### src/rtl/ascon_pack.sv
// Shared types and constants for the iterative Ascon permutation:
// state layout, S-box table, round constants and linear-layer rotations.
package ascon_pack;

  // Word 0 is x0; each word is 64 bits.
  typedef logic [4:0][63:0] type_state;

  typedef enum logic [0:0] {
    IDLE = 1'b0,
    RUN  = 1'b1
  } perm_state_t;

  // Index is the 5-bit column {x0,x1,x2,x3,x4}; entry 31 listed first.
  localparam logic [31:0][4:0] SBOX = {
    5'h17, 5'h0f, 5'h0a, 5'h16, 5'h19, 5'h01, 5'h0c, 5'h10,
    5'h18, 5'h11, 5'h0d, 5'h00, 5'h0e, 5'h07, 5'h13, 5'h1e,
    5'h1c, 5'h06, 5'h03, 5'h1d, 5'h12, 5'h08, 5'h05, 5'h1b,
    5'h02, 5'h09, 5'h15, 5'h1a, 5'h14, 5'h1f, 5'h0b, 5'h04
  };

  localparam int unsigned ROT0_A = 19;
  localparam int unsigned ROT0_B = 28;
  localparam int unsigned ROT1_A = 61;
  localparam int unsigned ROT1_B = 39;
  localparam int unsigned ROT2_A = 1;
  localparam int unsigned ROT2_B = 6;
  localparam int unsigned ROT3_A = 10;
  localparam int unsigned ROT3_B = 17;
  localparam int unsigned ROT4_A = 7;
  localparam int unsigned ROT4_B = 41;

  // High nibble counts down from F as the low nibble counts up.
  function automatic logic [7:0] round_constant(input logic [3:0] i);
    return {4'hF - i, i};
  endfunction

  function automatic logic [63:0] ror64(input logic [63:0] x, input int unsigned n);
    return (x >> n) | (x << (64 - n));
  endfunction

endpackage

### src/rtl/ascon_round.sv
// One combinational Ascon round: constant addition, S-box layer, linear layer.
module ascon_round
  import ascon_pack::*;
(
  input  type_state  state_i,
  input  logic [3:0] round_i,
  output type_state  state_o
);

  type_state  after_c;
  type_state  after_s;
  logic [4:0] col;
  logic [4:0] sub;

  always_comb begin
    after_c       = state_i;
    after_c[2]    = state_i[2] ^ {56'b0, round_constant(round_i)};
    after_s       = '0;
    col           = '0;
    sub           = '0;
    for (int b = 0; b < 64; b++) begin
      col = {after_c[0][b], after_c[1][b], after_c[2][b], after_c[3][b], after_c[4][b]};
      sub = SBOX[col];
      after_s[0][b] = sub[4];
      after_s[1][b] = sub[3];
      after_s[2][b] = sub[2];
      after_s[3][b] = sub[1];
      after_s[4][b] = sub[0];
    end
  end

  always_comb begin
    state_o    = '0;
    state_o[0] = after_s[0] ^ ror64(after_s[0], ROT0_A) ^ ror64(after_s[0], ROT0_B);
    state_o[1] = after_s[1] ^ ror64(after_s[1], ROT1_A) ^ ror64(after_s[1], ROT1_B);
    state_o[2] = after_s[2] ^ ror64(after_s[2], ROT2_A) ^ ror64(after_s[2], ROT2_B);
    state_o[3] = after_s[3] ^ ror64(after_s[3], ROT3_A) ^ ror64(after_s[3], ROT3_B);
    state_o[4] = after_s[4] ^ ror64(after_s[4], ROT4_A) ^ ror64(after_s[4], ROT4_B);
  end

endmodule

### src/rtl/ascon_perm_iter.sv
// Iterative Ascon permutation, one round per clock, with the external input
// multiplexer steered by input_select (1 = fresh state, 0 = feedback).
module ascon_perm_iter
  import ascon_pack::*;
#(
  parameter int MAX_ROUNDS = 12
) (
  input  logic        clock,
  input  logic        reset,
  input  logic        start,
  input  logic [3:0]  nb_rounds,
  input  type_state   state_to_pc,
  output logic        input_select,
  output type_state   state_out,
  output logic        busy,
  output logic        done,
  output perm_state_t fsm_state
);

  localparam logic [3:0] MAX_R      = 4'(MAX_ROUNDS);
  localparam logic [3:0] LAST_ROUND = 4'(MAX_ROUNDS - 1);

  perm_state_t state, state_n;
  logic [3:0]  count, count_n;
  logic [3:0]  eff_n;
  logic [3:0]  start_idx;
  logic [3:0]  round_idx;
  type_state   round_out;
  type_state   state_out_n;
  logic        busy_n;
  logic        done_n;

  // Out-of-range round requests fall back to the full schedule.
  always_comb begin
    eff_n = nb_rounds;
    if (nb_rounds == 4'd0 || nb_rounds > MAX_R) eff_n = MAX_R;
    start_idx = MAX_R - eff_n;
    round_idx = (state == IDLE) ? start_idx : count;
  end

  ascon_round u_round (
    .state_i (state_to_pc),
    .round_i (round_idx),
    .state_o (round_out)
  );

  always_ff @(posedge clock or posedge reset) begin
    if (reset) begin
      state     <= IDLE;
      count     <= '0;
      state_out <= '0;
      busy      <= 1'b0;
      done      <= 1'b0;
    end else begin
      state     <= state_n;
      count     <= count_n;
      state_out <= state_out_n;
      busy      <= busy_n;
      done      <= done_n;
    end
  end

  always_comb begin
    state_n     = state;
    count_n     = count;
    state_out_n = state_out;
    busy_n      = busy;
    done_n      = 1'b0;
    case (state)
      IDLE: begin
        if (start) begin
          state_out_n = round_out;
          count_n     = start_idx + 4'd1;
          if (eff_n > 4'd1) begin
            state_n = RUN;
            busy_n  = 1'b1;
          end else begin
            done_n  = 1'b1;
          end
        end
      end
      RUN: begin
        state_out_n = round_out;
        if (count == LAST_ROUND) begin
          state_n = IDLE;
          busy_n  = 1'b0;
          done_n  = 1'b1;
        end else begin
          count_n = count + 4'd1;
        end
      end
      default: state_n = IDLE;
    endcase
  end

  assign input_select = (state == IDLE);
  assign fsm_state    = state;

endmodule

### config.mk
export PLATFORM = sky130hd
export DESIGN_NAME = ascon_perm_iter
export DESIGN_NICKNAME = d
export VERILOG_FILES = /design/src/rtl/ascon_pack.sv /design/src/rtl/ascon_round.sv /design/src/rtl/ascon_perm_iter.sv
export SDC_FILE = /design/constraint.sdc
export NUM_CORES = 2
export LEC_CHECK = 0
export CAP_MARGIN = 20
export CORE_MARGIN = 3
export CORE_UTILIZATION = 40
export CTS_BUF_LIST = sky130_fd_sc_hd__clkbuf_8
export DETAILED_ROUTE_END_ITERATION = 10
export PLACE_DENSITY = 0.66
export SYNTH_ARGS = -nofsm -noshare
export SYNTH_HDL_FRONTEND = slang
export SYNTH_HIERARCHICAL = 1
export SYNTH_SLANG_ARGS = --single-unit
### constraint.sdc
create_clock -name clock -period 26.1 [get_ports clock]
set_input_delay 5.22 -clock clock [delete_from_list [all_inputs] [get_ports clock]]
set_output_delay 5.22 -clock clock [all_outputs]
set_load 0.02 [all_outputs]
==> reports/qor.txt <==
Result of the run = complete, no violations
Yosys top cell by area = dfrtp_1
Final #Nets = 4631
Endpoints failing hold = 0
Top cells by area, synth = dfrtp_1 (26%), xnor2_1 (15%), ha_1 (14%)
Worst-path clk slew = 50 ps
DP HPWL = 111 mm
Tmin final = 8030 ps
Total track usage = 0.312
Synthesized area = 31500 um^2
Final ANT Viol Nets = 0
Num CTS Buffers = 66
Die width = 287 um
Port buffer count = 650
Slowest-stage cell, CP = xnor2_1
Initial Utilization = 0.405
Warnings from Yosys = 6
Initial antenna violation count = 10
Crit path launch = nb_rounds[1]
CP max stage delay = 690 ps
PD cells = 95.3 nW/um^2
R2R Setup Slk = 22610 ps
Worst VDD drop = 0.0481 mV
Pleak = 17.3 nW
CTS sink cnt = 327
Longest Clk Path Bufs = 3
Max_cap viols = 0
Post-Route WL = 133 mm
Setup Slack @ Placement = 17160 ps
Worst EP arrival = 8550 ps
Total core area = 77700 um^2
Crit-path max FO = 10
Iter 0 DRT Violations = 2010
Crit Path Class = in2reg
Post-Syn Nets = 3970
Slew HR = 0.168
Row count = 102
Sequential cell area fraction in the yosys report = 0.260
Number of global-route vias before repair = 25.4k
Io pins = 651
Routed wire per std cell = 26.3 um
Clock Skew = 35.8 ps
HP Class = reg2reg
Number of vias per cell = 5.28
Crit start category = primary input
Critical path endpoint = state_out[246]
Reg2reg path depth = 5
RR Endpoint = state_out[209]
Gpl congestion = 0.943
Area grow syn2layout = 28.8%
Hold-fix buffers, CTS = 0
Critical Path Sink Type = flip-flop
Yosys top cell area share = 0.260
Post-CTS setup buffers = 0
Post-Synthesis Cells = 3291
DRC = 0
PnR worst setup slack = 18070 ps
Largest net degree at the start of global routing = 169
Die Height = 287 um
H-tree depth = 3
Dominant synthesized flop cell = dfrtp_1
Post-synth EDFFs = 0
CTS tree = yes
Worst R2R Start = fsm_state
First-pass GRT wire length = 183 mm
Fmax = 0.124 GHz
Worst-margin pin slew = 1210 ps
Clock Latency Late Sink = 660 ps
Async SR Flop Fraction = 1.00
GRT overflow = 0
CTS resizes = 0
Synth Register Bits = 327
Router iterations before antenna repair = 5
Final setup vio count = 0
Critical-path cell list = clkdlybuf4s50_1, or3_1, a32oi_1, inv_1, xnor2_4, xor2_1, xnor2_1, xor2_1, xnor2_1, mux2_2
Slew Viols, Final = 0
Setup_tns = 0 ps
Root buffer cell = clkbuf_8
Synth Area per Inst = 9.57 um^2
RSZ-0062 raised after global routing = no
Die area = 82100 um^2
Post-synth cell types = 68
Period utilization = 0.308
Share of cells above drive strength 1 = 0.128
Routed vias = 26.6k
Critical Path RT = 26620 ps
[layout by cell type (no fill, tap or decap), types with 29 or more instances in the layout]
cell type and count:
xor2_1 321, clkdlybuf4s50_1 650, clkbuf_8 83, nand2b_1 29, inv_1 225, a21oi_1 226
mux2_2 324, mux2i_1 62, dfrtp_1 327, buf_4 45, nor3_1 80, nand2_1 91
nand3_1 30, ha_1 352, xnor2_1 528, maj3_1 50, o21ai_0 114, nor2_1 221
[kinds of logic (layout without fill, tap and decap cells)]
kind of cell / after synthesis / in the layout / share of synthesized area
xor gates and xnor gates: 856 / 856 / 0.240
AOI/OAI and AO/OA: 468 / 468 / 0.0862
other: 0 / 8 / 0
muxes: 389 / 389 / 0.137
and+or+nand+nor: 535 / 535 / 0.0790
adders and majority gates: 402 / 402 / 0.156
DFF: 327 / 327 / 0.260
buffers and inverters: 314 / 1018 / 0.0417
[cells in the mapped netlist, types with 5 or more instances]
| cell | n |
|---|---|
| o31ai_1 | 18 |
| maj3_1 | 50 |
| nor3_1 | 80 |
| or3b_2 | 11 |
| o221ai_1 | 17 |
| and3_1 | 13 |
| clkbuf_1 | 45 |
| nand3_1 | 30 |
| nand2_1 | 91 |
| xor2_1 | 321 |
| o21ai_0 | 124 |
| ha_1 | 352 |
| inv_1 | 207 |
| buf_4 | 23 |
| a32oi_1 | 5 |
| a221oi_1 | 5 |
| a211oi_1 | 15 |
| nor4_1 | 5 |
| mux2_2 | 324 |
| nor2b_1 | 15 |
| xnor2_1 | 528 |
| nor3b_1 | 5 |
| or3_1 | 16 |
| o22ai_1 | 5 |
| nand2b_1 | 29 |
| mux2i_1 | 64 |
| buf_2 | 38 |
| o311ai_0 | 6 |
| nor2_1 | 221 |
| a21oi_1 | 227 |
| dfrtp_1 | 327 |
| or2_2 | 5 |
| a21o_1 | 5 |
| o211ai_1 | 5 |
[worst min-delay path by stage]
stage                               from             end  slack (ps)  cells after the start
after floorplan                 count[3]        count[3]         490                      2
after global placement    state_out[235]  state_out[235]         490                      1
after detailed placement  state_out[158]  state_out[158]         490                      1
after CTS                 state_out[158]  state_out[158]         500                      1
after global routing      state_out[223]  state_out[223]         510                      1
final                     state_out[158]  state_out[158]         500                      1
[stage by stage]
step / utilization / cells / power, mW / cell area, um^2 / hold WS (ps)
2_1_floorplan: - / 3291 / 2.25 / 31500 / 488
3_3_place_gp: 0.504 / 4919 / 3.29 / 39200 / 487
3_5_place_dp: 0.504 / 4922 / 3.31 / 39200 / 491
4_1_cts: 0.521 / 5033 / 3.88 / 40500 / 504
5_1_grt: 0.522 / 5042 / 4.05 / 40500 / 515
6_report: 0.522 / 5043 / 3.86 / 40500 / 501
[per-layer routing]
metal | global-route usage | vias to the layer above | routed length [um]
li1 | - | 12377 | -
met1 | 0.395 | 13153 | 55100
met2 | 0.526 | 923 | 63100
met3 | 0.0645 | 186 | 9250
met4 | 0.111 | 0 | 5040
met5 | 0 | - | 0
[state kept, by name, summed over array words and instances (netlist names)]
signal     cells
done           1
count          4
state_out    320
busy           1
fsm_state      1
[where the power goes]
part	switching [mW]	internal [mW]	total, mW
sequential	0.230	0.770	1.00
combinational	1.22	1.10	2.32
clock	0.256	0.287	0.543
[layout make-up]
type | count | area (um^2)
Timing Repair Buffer | 700 | 6930
Sequential cell | 327 | 8180
Clock buffer | 83 | 1140
Inverter | 207 | 785
Clock inverter | 28 | 155
Multi-Input combinational cell | 2650 | 22000
Antenna cell | 8 | 20.0
Tap cell | 1040 | 1300
Fill cell | 7157 | 37200
[critical path: cells and delay by family]
kind                      cells  cell delay, ps
AOI/OAI and AO/OA             1             320
xor gates and xnor gates      5            1550
and+or+nand+nor               1             410
muxes                         1             280
buffers and inverters         2             740
Note: power is estimated with default switching activity, not from simulation.
